--- config.mk ---
export PLATFORM = sky130hd
export DESIGN_NAME = id_ex_stage_reg_flat
export DESIGN_NICKNAME = d
export VERILOG_FILES = /design/src/rtl/core_pkg.sv /design/src/rtl/id_ex_stage_reg_if.sv /design/src/rtl/fwd_mux.sv /design/src/rtl/id_ex_stage_reg.sv /design/src/flat_wrapper.sv
export SDC_FILE = /design/constraint.sdc
export NUM_CORES = 1
export LEC_CHECK = 0
export BUFFER_PORTS_ARGS = -buffer_cell sky130_fd_sc_hd__buf_2
export CAP_MARGIN = 10
export CORE_UTILIZATION = 35
export DETAILED_ROUTE_END_ITERATION = 8
export HOLD_SLACK_MARGIN = 0.08
export SYNTH_ARGS = -nofsm -noshare
export SYNTH_HDL_FRONTEND = slang
export SYNTH_HIERARCHICAL = 1
export SYNTH_SLANG_ARGS = --single-unit
--- constraint.sdc ---
create_clock -name clk -period 2.6 [get_ports clk]
set_input_delay 0.13 -clock clk [delete_from_list [all_inputs] [get_ports clk]]
set_output_delay 0.13 -clock clk [all_outputs]
set_load 0.01 [all_outputs]
--- src/rtl/core_pkg.sv ---
`default_nettype none
// ============================================================================
//  Module      : core_pkg
//  Description : Shared core constants, the decoded stage control bundle and
//                the writeback-forwarding qualification helper.
//  Revision    : 1.0 - initial release
// ============================================================================
package core_pkg;

    localparam int XLEN   = 32;
    localparam int RA_W   = 5;
    localparam int CTRL_W = 16;

    // Decoded control bundle carried from ID to EX; opaque to this stage.
    typedef struct packed {
        logic [3:0] alu_op;
        logic [3:0] fu_sel;
        logic [7:0] misc;
    } stage_ctrl_t;

    // A writeback port forwards to a source when it is active, targets the
    // same register in the same class, and the source is not integer x0.
    function automatic logic fwd_qualify(
        input logic en,
        input logic addr_eq,
        input logic wb_is_fp,
        input logic src_is_fp,
        input logic src_addr_zero
    );
        return en && addr_eq && (wb_is_fp == src_is_fp) &&
               !(src_addr_zero && !src_is_fp);
    endfunction

endpackage
`default_nettype wire

--- src/rtl/id_ex_stage_reg_if.sv ---
`default_nettype none
// ============================================================================
//  Module      : id_ex_stage_reg_if
//  Description : Decode-side, writeback and EX-side signals of the ID/EX
//                stage register. master = surrounding pipeline, slave = stage.
//  Revision    : 1.0 - initial release
// ============================================================================
interface id_ex_stage_reg_if #(
    parameter int XLEN   = core_pkg::XLEN,
    parameter int RA_W   = core_pkg::RA_W,
    parameter int NUM_WB = 2,
    parameter int CTRL_W = core_pkg::CTRL_W
);
    logic                     flush;
    logic                     in_valid;
    logic                     in_ready;
    logic [XLEN-1:0]          in_pc;
    logic [XLEN-1:0]          in_imm;
    logic [RA_W-1:0]          in_rd;
    logic [RA_W-1:0]          in_rs1;
    logic [RA_W-1:0]          in_rs2;
    logic                     in_rs1_fp;
    logic                     in_rs2_fp;
    logic [CTRL_W-1:0]        in_ctrl;
    logic [XLEN-1:0]          rs1_int_data;
    logic [XLEN-1:0]          rs2_int_data;
    logic [XLEN-1:0]          rs1_fp_data;
    logic [XLEN-1:0]          rs2_fp_data;
    logic [NUM_WB-1:0]        wb_en;
    logic [NUM_WB-1:0]        wb_fp;
    logic [NUM_WB*RA_W-1:0]   wb_rd;
    logic [NUM_WB*XLEN-1:0]   wb_data;
    logic                     out_valid;
    logic                     out_ready;
    logic [XLEN-1:0]          out_pc;
    logic [XLEN-1:0]          out_imm;
    logic [RA_W-1:0]          out_rd;
    logic [RA_W-1:0]          out_rs1;
    logic [RA_W-1:0]          out_rs2;
    logic                     out_rs1_fp;
    logic                     out_rs2_fp;
    logic [XLEN-1:0]          out_rs1_data;
    logic [XLEN-1:0]          out_rs2_data;
    logic [CTRL_W-1:0]        out_ctrl;

    modport master (
        output flush, in_valid, in_pc, in_imm, in_rd, in_rs1, in_rs2,
               in_rs1_fp, in_rs2_fp, in_ctrl, rs1_int_data, rs2_int_data,
               rs1_fp_data, rs2_fp_data, wb_en, wb_fp, wb_rd, wb_data,
               out_ready,
        input  in_ready, out_valid, out_pc, out_imm, out_rd, out_rs1,
               out_rs2, out_rs1_fp, out_rs2_fp, out_rs1_data, out_rs2_data,
               out_ctrl
    );

    modport slave (
        input  flush, in_valid, in_pc, in_imm, in_rd, in_rs1, in_rs2,
               in_rs1_fp, in_rs2_fp, in_ctrl, rs1_int_data, rs2_int_data,
               rs1_fp_data, rs2_fp_data, wb_en, wb_fp, wb_rd, wb_data,
               out_ready,
        output in_ready, out_valid, out_pc, out_imm, out_rd, out_rs1,
               out_rs2, out_rs1_fp, out_rs2_fp, out_rs1_data, out_rs2_data,
               out_ctrl
    );
endinterface
`default_nettype wire

--- src/rtl/fwd_mux.sv ---
`default_nettype none
// ============================================================================
//  Module      : fwd_mux
//  Description : Priority forwarding mux. Selects the data of the lowest
//                indexed writeback port that hits (addr, is_fp), otherwise
//                passes the default data through.
//  Revision    : 1.0 - initial release
// ============================================================================
module fwd_mux #(
    parameter int XLEN   = 32,
    parameter int RA_W   = 5,
    parameter int NUM_WB = 2
) (
    input  wire logic [RA_W-1:0]          addr,
    input  wire logic                     is_fp,
    input  wire logic [XLEN-1:0]          dflt_data,
    input  wire logic [NUM_WB-1:0]        wb_en,
    input  wire logic [NUM_WB-1:0]        wb_fp,
    input  wire logic [NUM_WB*RA_W-1:0]   wb_rd,
    input  wire logic [NUM_WB*XLEN-1:0]   wb_data,
    output logic      [XLEN-1:0]          data
);
    import core_pkg::*;

    // Walk from the oldest port to the youngest so port 0 has the last word.
    always_comb begin
        data = dflt_data;
        for (int i = NUM_WB - 1; i >= 0; i--) begin
            if (fwd_qualify(wb_en[i], wb_rd[i*RA_W +: RA_W] == addr,
                            wb_fp[i], is_fp, addr == '0)) begin
                data = wb_data[i*XLEN +: XLEN];
            end
        end
    end

endmodule
`default_nettype wire

--- src/rtl/id_ex_stage_reg.sv ---
`default_nettype none
// ============================================================================
//  Module      : id_ex_stage_reg
//  Description : ID/EX pipeline register with valid/ready handshake, flush,
//                int/FP operand select, writeback forwarding on load and
//                operand refresh while the entry is stalled in EX.
//  Revision    : 1.0 - initial release
// ============================================================================
module id_ex_stage_reg #(
    parameter int XLEN   = 32,
    parameter int RA_W   = 5,
    parameter int NUM_WB = 2,
    parameter int CTRL_W = 16
) (
    input  wire logic         clk,
    input  wire logic         rst,
    id_ex_stage_reg_if.slave  bus
);
    import core_pkg::*;

    logic              ex_valid;
    logic [XLEN-1:0]   ex_pc;
    logic [XLEN-1:0]   ex_imm;
    logic [RA_W-1:0]   ex_rd;
    logic [RA_W-1:0]   ex_rs1;
    logic [RA_W-1:0]   ex_rs2;
    logic              ex_rs1_fp;
    logic              ex_rs2_fp;
    logic [XLEN-1:0]   ex_rs1_data;
    logic [XLEN-1:0]   ex_rs2_data;

    logic              load;
    logic              fire;
    logic [XLEN-1:0]   ld_rs1_data;
    logic [XLEN-1:0]   ld_rs2_data;
    logic [XLEN-1:0]   rf_rs1_data;
    logic [XLEN-1:0]   rf_rs2_data;

    assign bus.in_ready = !ex_valid || bus.out_ready;
    assign load         = bus.in_valid && bus.in_ready && !bus.flush;
    assign fire         = ex_valid && bus.out_ready;

    // Operands for an incoming entry: register file data overridden by writeback.
    fwd_mux #(.XLEN(XLEN), .RA_W(RA_W), .NUM_WB(NUM_WB)) u_fwd_ld_rs1 (
        .addr(bus.in_rs1), .is_fp(bus.in_rs1_fp),
        .dflt_data(bus.in_rs1_fp ? bus.rs1_fp_data : bus.rs1_int_data),
        .wb_en(bus.wb_en), .wb_fp(bus.wb_fp), .wb_rd(bus.wb_rd),
        .wb_data(bus.wb_data), .data(ld_rs1_data)
    );
    fwd_mux #(.XLEN(XLEN), .RA_W(RA_W), .NUM_WB(NUM_WB)) u_fwd_ld_rs2 (
        .addr(bus.in_rs2), .is_fp(bus.in_rs2_fp),
        .dflt_data(bus.in_rs2_fp ? bus.rs2_fp_data : bus.rs2_int_data),
        .wb_en(bus.wb_en), .wb_fp(bus.wb_fp), .wb_rd(bus.wb_rd),
        .wb_data(bus.wb_data), .data(ld_rs2_data)
    );

    // Operands for the held entry: current value overridden by writeback.
    fwd_mux #(.XLEN(XLEN), .RA_W(RA_W), .NUM_WB(NUM_WB)) u_fwd_rf_rs1 (
        .addr(ex_rs1), .is_fp(ex_rs1_fp), .dflt_data(ex_rs1_data),
        .wb_en(bus.wb_en), .wb_fp(bus.wb_fp), .wb_rd(bus.wb_rd),
        .wb_data(bus.wb_data), .data(rf_rs1_data)
    );
    fwd_mux #(.XLEN(XLEN), .RA_W(RA_W), .NUM_WB(NUM_WB)) u_fwd_rf_rs2 (
        .addr(ex_rs2), .is_fp(ex_rs2_fp), .dflt_data(ex_rs2_data),
        .wb_en(bus.wb_en), .wb_fp(bus.wb_fp), .wb_rd(bus.wb_rd),
        .wb_data(bus.wb_data), .data(rf_rs2_data)
    );

    // Entry register: flush beats load, load beats drain, a stalled entry refreshes.
    always_ff @(posedge clk) begin
        if (!rst) begin
            ex_valid    <= 1'b0;
            ex_pc       <= '0;
            ex_imm      <= '0;
            ex_rd       <= '0;
            ex_rs1      <= '0;
            ex_rs2      <= '0;
            ex_rs1_fp   <= 1'b0;
            ex_rs2_fp   <= 1'b0;
            ex_rs1_data <= '0;
            ex_rs2_data <= '0;
        end else if (bus.flush) begin
            ex_valid    <= 1'b0;
        end else if (load) begin
            ex_valid    <= 1'b1;
            ex_pc       <= bus.in_pc;
            ex_imm      <= bus.in_imm;
            ex_rd       <= bus.in_rd;
            ex_rs1      <= bus.in_rs1;
            ex_rs2      <= bus.in_rs2;
            ex_rs1_fp   <= bus.in_rs1_fp;
            ex_rs2_fp   <= bus.in_rs2_fp;
            ex_rs1_data <= ld_rs1_data;
            ex_rs2_data <= ld_rs2_data;
        end else if (fire) begin
            ex_valid    <= 1'b0;
        end else if (ex_valid) begin
            ex_rs1_data <= rf_rs1_data;
            ex_rs2_data <= rf_rs2_data;
        end
    end

    generate
        if (CTRL_W == $bits(stage_ctrl_t)) begin : g_ctrl_typed
            stage_ctrl_t ctrl_q;
            // Control bundle held in its structured form; it only changes on load.
            always_ff @(posedge clk) begin
                if (!rst) begin
                    ctrl_q <= '0;
                end else if (load) begin
                    ctrl_q <= stage_ctrl_t'(bus.in_ctrl);
                end
            end
            assign bus.out_ctrl = ctrl_q;
        end else begin : g_ctrl_raw
            logic [CTRL_W-1:0] ctrl_q;
            // Control bundle held as a raw vector; it only changes on load.
            always_ff @(posedge clk) begin
                if (!rst) begin
                    ctrl_q <= '0;
                end else if (load) begin
                    ctrl_q <= bus.in_ctrl;
                end
            end
            assign bus.out_ctrl = ctrl_q;
        end
    endgenerate

    assign bus.out_valid    = ex_valid;
    assign bus.out_pc       = ex_pc;
    assign bus.out_imm      = ex_imm;
    assign bus.out_rd       = ex_rd;
    assign bus.out_rs1      = ex_rs1;
    assign bus.out_rs2      = ex_rs2;
    assign bus.out_rs1_fp   = ex_rs1_fp;
    assign bus.out_rs2_fp   = ex_rs2_fp;
    assign bus.out_rs1_data = ex_rs1_data;
    assign bus.out_rs2_data = ex_rs2_data;

endmodule
`default_nettype wire

--- src/flat_wrapper.sv ---
// flat-port wrapper written by rule: the top's interface ports become plain ports
module id_ex_stage_reg_flat import core_pkg::*;
#(
    parameter int XLEN   = 32,
    parameter int RA_W   = 5,
    parameter int NUM_WB = 2,
    parameter int CTRL_W = 16
)
  (clk, rst, bus_flush, bus_in_valid, bus_in_pc, bus_in_imm, bus_in_rd, bus_in_rs1, bus_in_rs2, bus_in_rs1_fp, bus_in_rs2_fp, bus_in_ctrl, bus_rs1_int_data, bus_rs2_int_data, bus_rs1_fp_data, bus_rs2_fp_data, bus_wb_en, bus_wb_fp, bus_wb_rd, bus_wb_data, bus_out_ready, bus_in_ready, bus_out_valid, bus_out_pc, bus_out_imm, bus_out_rd, bus_out_rs1, bus_out_rs2, bus_out_rs1_fp, bus_out_rs2_fp, bus_out_rs1_data, bus_out_rs2_data, bus_out_ctrl);
  id_ex_stage_reg_if #(.XLEN(XLEN), .RA_W(RA_W), .NUM_WB(NUM_WB), .CTRL_W(CTRL_W)) bus_i ();
  input  wire logic clk;
  input  wire logic rst;
  input wire logic [$bits(bus_i.flush)-1:0] bus_flush;
  input wire logic [$bits(bus_i.in_valid)-1:0] bus_in_valid;
  input wire logic [$bits(bus_i.in_pc)-1:0] bus_in_pc;
  input wire logic [$bits(bus_i.in_imm)-1:0] bus_in_imm;
  input wire logic [$bits(bus_i.in_rd)-1:0] bus_in_rd;
  input wire logic [$bits(bus_i.in_rs1)-1:0] bus_in_rs1;
  input wire logic [$bits(bus_i.in_rs2)-1:0] bus_in_rs2;
  input wire logic [$bits(bus_i.in_rs1_fp)-1:0] bus_in_rs1_fp;
  input wire logic [$bits(bus_i.in_rs2_fp)-1:0] bus_in_rs2_fp;
  input wire logic [$bits(bus_i.in_ctrl)-1:0] bus_in_ctrl;
  input wire logic [$bits(bus_i.rs1_int_data)-1:0] bus_rs1_int_data;
  input wire logic [$bits(bus_i.rs2_int_data)-1:0] bus_rs2_int_data;
  input wire logic [$bits(bus_i.rs1_fp_data)-1:0] bus_rs1_fp_data;
  input wire logic [$bits(bus_i.rs2_fp_data)-1:0] bus_rs2_fp_data;
  input wire logic [$bits(bus_i.wb_en)-1:0] bus_wb_en;
  input wire logic [$bits(bus_i.wb_fp)-1:0] bus_wb_fp;
  input wire logic [$bits(bus_i.wb_rd)-1:0] bus_wb_rd;
  input wire logic [$bits(bus_i.wb_data)-1:0] bus_wb_data;
  input wire logic [$bits(bus_i.out_ready)-1:0] bus_out_ready;
  output wire logic [$bits(bus_i.in_ready)-1:0] bus_in_ready;
  output wire logic [$bits(bus_i.out_valid)-1:0] bus_out_valid;
  output wire logic [$bits(bus_i.out_pc)-1:0] bus_out_pc;
  output wire logic [$bits(bus_i.out_imm)-1:0] bus_out_imm;
  output wire logic [$bits(bus_i.out_rd)-1:0] bus_out_rd;
  output wire logic [$bits(bus_i.out_rs1)-1:0] bus_out_rs1;
  output wire logic [$bits(bus_i.out_rs2)-1:0] bus_out_rs2;
  output wire logic [$bits(bus_i.out_rs1_fp)-1:0] bus_out_rs1_fp;
  output wire logic [$bits(bus_i.out_rs2_fp)-1:0] bus_out_rs2_fp;
  output wire logic [$bits(bus_i.out_rs1_data)-1:0] bus_out_rs1_data;
  output wire logic [$bits(bus_i.out_rs2_data)-1:0] bus_out_rs2_data;
  output wire logic [$bits(bus_i.out_ctrl)-1:0] bus_out_ctrl;
  assign bus_i.flush = bus_flush;
  assign bus_i.in_valid = bus_in_valid;
  assign bus_i.in_pc = bus_in_pc;
  assign bus_i.in_imm = bus_in_imm;
  assign bus_i.in_rd = bus_in_rd;
  assign bus_i.in_rs1 = bus_in_rs1;
  assign bus_i.in_rs2 = bus_in_rs2;
  assign bus_i.in_rs1_fp = bus_in_rs1_fp;
  assign bus_i.in_rs2_fp = bus_in_rs2_fp;
  assign bus_i.in_ctrl = bus_in_ctrl;
  assign bus_i.rs1_int_data = bus_rs1_int_data;
  assign bus_i.rs2_int_data = bus_rs2_int_data;
  assign bus_i.rs1_fp_data = bus_rs1_fp_data;
  assign bus_i.rs2_fp_data = bus_rs2_fp_data;
  assign bus_i.wb_en = bus_wb_en;
  assign bus_i.wb_fp = bus_wb_fp;
  assign bus_i.wb_rd = bus_wb_rd;
  assign bus_i.wb_data = bus_wb_data;
  assign bus_i.out_ready = bus_out_ready;
  assign bus_in_ready = bus_i.in_ready;
  assign bus_out_valid = bus_i.out_valid;
  assign bus_out_pc = bus_i.out_pc;
  assign bus_out_imm = bus_i.out_imm;
  assign bus_out_rd = bus_i.out_rd;
  assign bus_out_rs1 = bus_i.out_rs1;
  assign bus_out_rs2 = bus_i.out_rs2;
  assign bus_out_rs1_fp = bus_i.out_rs1_fp;
  assign bus_out_rs2_fp = bus_i.out_rs2_fp;
  assign bus_out_rs1_data = bus_i.out_rs1_data;
  assign bus_out_rs2_data = bus_i.out_rs2_data;
  assign bus_out_ctrl = bus_i.out_ctrl;
  id_ex_stage_reg #(.XLEN(XLEN), .RA_W(RA_W), .NUM_WB(NUM_WB), .CTRL_W(CTRL_W)) u_core (.clk(clk), .rst(rst), .bus(bus_i));
endmodule
==> results of run 1 <==
==> worst max-delay path, delay by kind of cell <==
family / cells / cell delay [ns]
buffers and inverters: 4 / 1.41
AND/OR/NAND/NOR: 3 / 0.57
AO/OA/AOI/OAI: 2 / 0.35
multiplexers: 1 / 0.26
XOR/XNOR: 1 / 0.12
==> per-layer routing <==
layer  vias up  part of all wire (%)  global-route usage [%]
li1       7073                     -                       -
met1      7790                    40                    41.2
met2      1147                    47                    52.5
met3       171                   9.8                    7.55
met4         4                   3.7                    15.2
met5         -                 0.023                       0
==> state kept, by name, indices dropped and copies added, names as in the netlist, 5 cells and up <==
signal and count:
u_core/bus.out_rs2 5, u_core/bus.out_rs1 5, u_core/bus.out_imm 32, u_core/bus.out_rs2_data 32, u_core/bus.out_rd 5, u_core/bus.out_rs1_data 32
u_core/bus.out_pc 32, u_core/bus.out_ctrl 16
==> timing repair <==
action | 4_1_cts | 5_1_grt
hold buffers | 109 | 0
hold endpoints to repair | 98 | 0
gates resized for setup | 0 | 4
endpoints found under the setup margin | 0 | 5
==> final timing paths <==
check	slack, ns	endpoint	from
min reg2reg	0.47	u_core/bus.out_imm[25]	u_core/bus.out_imm[25]
max	0.07	u_core/bus.out_rs2_data[27]	bus_in_rs2_fp
max reg2reg	0.20	u_core/bus.out_rs1_data[31]	u_core/bus.out_rs1[2]
min	0.22	u_core/bus.out_rs1[0]	bus_flush
==> per-stage QoR <==
step                cell area [µm²]  utilization (%)
finish                        17200             46.9
global route                  17200             46.9
CTS                           17100             46.8
detailed placement            15500             42.3
global placement              15500             42.3
floorplan                     13000                -
==> layout make-up <==
cell class / instances / share of cell area (%)
Inverter: 2 / 0.0728
Multi-Input combinational cell: 1160 / 50.4
Tap cell: 468 / 3.41
Sequential cell: 162 / 18.9
Timing Repair Buffer: 652 / 23.9
Clock inverter: 13 / 0.670
Antenna cell: 10 / 0.146
Clock buffer: 18 / 2.56
==> power breakdown <==
part	switching (µW)	internal [µW]	leakage, µW
clock	1270	1280	0.000271
combinational	1420	1010	0.00518
sequential	117	2630	0.00133
total	2810	4920	0.00678
==> kinds of logic (layout without fill, tap and decap cells) <==
kind of cell | count (synthesis) | count (layout) | synth area share, %
xor gates and xnor gates | 48 | 48 | 3.22
muxes | 128 | 128 | 12.8
DFF | 162 | 162 | 24.9
buffers and inverters | 234 | 685 | 9.30
AOI/OAI and AO/OA | 515 | 515 | 28.4
other | 0 | 10 | 0
and+or+nand+nor | 469 | 469 | 21.5
==> layout by cell type (no fill, tap or decap), types with 64 or more instances in the layout <==
cell	instances
dfxtp_1	162
a31oi_1	128
dlygate4sd3_1	109
a21boi_1	90
nand3_1	105
o21ai_0	79
o221a_1	64
nor4_1	128
mux2_2	65
nand4_1	136
o31ai_1	127
nand2b_1	64
buf_2	469
==> metrics, run 1 <==
GRT Resource Usage Total=32.6%; Design Power=7730 µW; Worst VDD drop=473 µV; worst path arrival time=2.88 ns; die area=0.0381 mm²; Worst setup SP type=primary input; Multi-input gate area=0.00865 mm²; count of flip-flops with a built-in enable after synthesis=0; fin crit share=97.4%; share of post-route cells with drive strength above 1=35.5%; Setup CP Type=in -> reg; gp weighted congestion=0.919; endpoints failing hold=0; Synth area leader=dfxtp_1; worst min-delay path class=in -> reg; Remaining Overflow, GRT=0; Synth top area share=24.9%; Crit Path Max Fanout=21; Initial Util=35.6%; post-CTS setup buffers=0; clock-pin transition on the worst setup and hold timing paths=0.07 ns; largest net degree at the start of global routing=98; worst reg2reg path depth=7; WP data required=2.95 ns; Post-Syn Area per Cell=8.39 µm²; max_cap viols=0; IO Port Bufs=470; Cell Chain, Critical Path=dlygate4sd3_1 -> buf_2 -> xnor2_1 -> nand3_1 -> buf_6 -> or3_1 -> buf_4 -> a31oi_1 -> nand2b_1 -> mux2_4 -> o221a_1; Slew HR=35.0%; drt pass-1 iters=6; DRT iter0 DRCs=2083; post-layout min period=2.53 ns; maximum clock frequency=0.395 GHz; register area=0.00324 mm²; Die Width=195 µm; HPWL Detailed=42100 µm; placed cell count=2335; Final Net Count=2303; Final WS setup=0.0663 ns; RSZ-0062 raised after global routing=false; worst skew pair latency=0.46 ns; Lkg Pwr=0.00678 µW; area of the mapped netlist=0.0130 mm²; root buffer cell=clkbuf_16; count leader, synth=dfxtp_1; Setup crit end kind=flop; Vias=16200; fin. max-slew vios=0; status=completed; synthesis-to-finish area growth=31.6%; skew final=0.0109 ns; Routed Wire Length=64700 µm; post-synthesis cell type count=33; total I/O pin count=471; initial antenna violation count=12; worst-margin pin slew=0.975 ns; #FFs+latches synth=162; top cells by count, synth=dfxtp_1, clkbuf_1, nand4_1; H-tree depth=4; Synth area leaders=dfxtp_1, o31ai_1, mux2_4; Main synth FF type=dfxtp_1; vias in the first global route=15400; Hold WS=0.221 ns; final setup fails=0; DRC=0; Total Neg Setup Slack=0 ns; fraction of registers with async set/reset=0%; Clock Sink Count=162; first-pass GRT wire length=96500 µm; Via density=6.51; fin cells=2485; CTS tree=done; die extent in y=195 µm; Post-DRT Antenna Nets=0; Cell Pwr Density=450 mW/mm²; CTS buffer count=17; sequential share of the synthesized area=24.9%; CP max stage cell=dlygate4sd3_1; number of fill cells=3538; WL per Instance=26.0 µm; Synth Net Count=1864; clock buffer depth=2; core footprint=0.0366 mm²; yosys warns=6; Place WS=0.146 ns; Mapped Cells=1556; largest stage delay on the critical path=0.52 ns; Hold Crit Depth=4; row cnt=70
Power figures use the tool's default switching activity.
==> inputs of run 2 (changes only) <==
- BUFFER_PORTS_ARGS: -buffer_cell sky130_fd_sc_hd__buf_2 -> -buffer_cell sky130_fd_sc_hd__buf_4
- CTS_CLUSTER_SIZE: default -> 14
- RECOVER_POWER: default -> 50
==> run 2 against run 1 <==
Compared with the run above:
- cell count fell by 0.89%
- first-iteration DRC count is 8.5% lower
- largest power group unchanged
- fmax rose by 0.29%
==> metrics, run 2 (same netlist as run 1, synthesis figures left out) <==
WL per Instance=26.4 µm; die area=0.0381 mm²; RSZ-0062 raised after global routing=false; status=completed; skew final=0.0206 ns; H-tree depth=4; GRT Resource Usage Total=33.0%; clock-pin transition on the worst setup and hold timing paths=0.06 ns; IO Port Bufs=470; Multi-input gate area=0.00864 mm²; DRT iter0 DRCs=1905; largest net degree at the start of global routing=98; drt pass-1 iters=5; Clock power frac=33.6%; Final WS setup=0.0737 ns; Setup CP Type=in -> reg; Flop pwr share=34.8%; Post-DRT Antenna Nets=0; Lkg Pwr=0.00628 µW; internal power=5140 µW; endpoints failing hold=0; most frequent cells in the layout=buf_4, clkbuf_1, dfxtp_1; Switching Share=34.9%; initial antenna violation count=6; register area=0.00324 mm²; switching power=2760 µW; FF-to-FF Start=u_core/bus.out_rs1[2]; Via density=6.49; Final Net Count=2285; share of post-route cells with drive strength above 1=27.4%; Die Width=195 µm; root buffer cell=clkbuf_16; Crit Path Max Fanout=32; maximum clock frequency=0.396 GHz; WP data required=2.93 ns; die extent in y=195 µm; core footprint=0.0366 mm²; Logic pwr share=31.6%; Total Neg Setup Slack=0 ns; max_cap viols=0; post-layout min period=2.53 ns; total I/O pin count=471; CTS buffer count=17; most common cell after layout, fill and taps aside=buf_4; CTS tree=done; Worst Hold Launch=bus_in_rs2_fp; worst-margin pin slew=0.942 ns; gp weighted congestion=0.893; row cnt=70; first-pass GRT wire length=97300 µm; fin. max-slew vios=0; Critical Path Source=bus_in_rs2[1]; DRC=0; Setup crit end kind=flop; Resized Gates After CTS=0; vias in the first global route=15400; post-CTS setup buffers=0; Worst VDD drop=534 µV; FF-to-FF setup slack=0.24 ns; Slew HR=37.2%; Initial Util=35.6%; number of fill cells=3658; Cell Pwr Density=450 mW/mm²; Clock Sink Count=162; worst skew pair latency=0.46 ns; HPWL Detailed=42900 µm; synthesis-to-finish area growth=34.5%; final setup fails=0; clock buffer depth=2; Remaining Overflow, GRT=0; Worst setup SP type=primary input; Vias=16000; fin crit share=97.2%; worst min-delay path class=in -> reg; Routed Wire Length=65000 µm; worst path arrival time=2.86 ns; Place WS=0.217 ns
[run 2: final timing paths]
| kind | end | cells past startpoint |
|---|---|---|
| min | u_core/bus.out_rs2_fp | 3 |
| max | u_core/bus.out_rs2_data[3] | 10 |
| min reg2reg | u_core/bus.out_pc[21] | 2 |
| max reg2reg | u_core/bus.out_rs1_data[17] | 7 |
[run 2: worst max-delay path: stages]
cell and delay (ns):
dlygate4sd3_1 0.59, buf_4 0.18, xor2_1 0.19, or3_1 0.31, buf_4 0.25, o31ai_1 0.40, a31oi_1 0.12, nand2b_1 0.16
mux2_4 0.27, o221a_1 0.22
[run 2: area by class of cell]
class	instances	area share, %
inverters	2	0.0713
diodes	6	0.0856
multi-input cells	1160	49.3
repair buffers	634	25.4
flip-flops and latches	162	18.5
clock buffers	19	2.47
clock inverters	12	0.834
well taps	468	3.34
[run 2: layer usage]
metal | GRT usage (%) | vias up | routed length [µm] | share of wire [%]
met3 | 7.06 | 153 | 6550 | 10
met2 | 53.6 | 1130 | 30500 | 47
met4 | 14.2 | 0 | 2490 | 3.8
li1 | - | 7037 | - | -
met5 | 0 | - | 0 | 0
met1 | 41.9 | 7676 | 25500 | 39
[run 2: per-stage QoR]
| step | instances | cell area, µm² | power [µW] | hold WS [ns] | utilization (%) |
|---|---|---|---|---|---|
| floorplan | 1556 | 13000 | 4080 | 0.277 | - |
| global placement | 2331 | 16600 | 5210 | 0.392 | 45.4 |
| detailed placement | 2331 | 16600 | 5230 | 0.399 | 45.4 |
| CTS | 2457 | 18100 | 7990 | 0.0995 | 49.5 |
| global route | 2463 | 17500 | 8170 | 0.130 | 47.9 |
| finish | 2463 | 17500 | 7900 | 0.118 | 47.9 |
[run 2: power by group through the flow]
stage	Combinational, µW	Sequential, µW	Clock (µW)
after CTS	2550	2750	2690
after detailed placement	2430	2800	0
after global routing	2620	2770	2790
final	2490	2750	2660
after floorplan	1240	2840	0
after global placement	2410	2800	0
[run 2: timing repair]
item	in CTS	in global routing
endpoints found under the setup margin	0	0
endpoints found under the hold margin	95	0
hold buffers	95	0
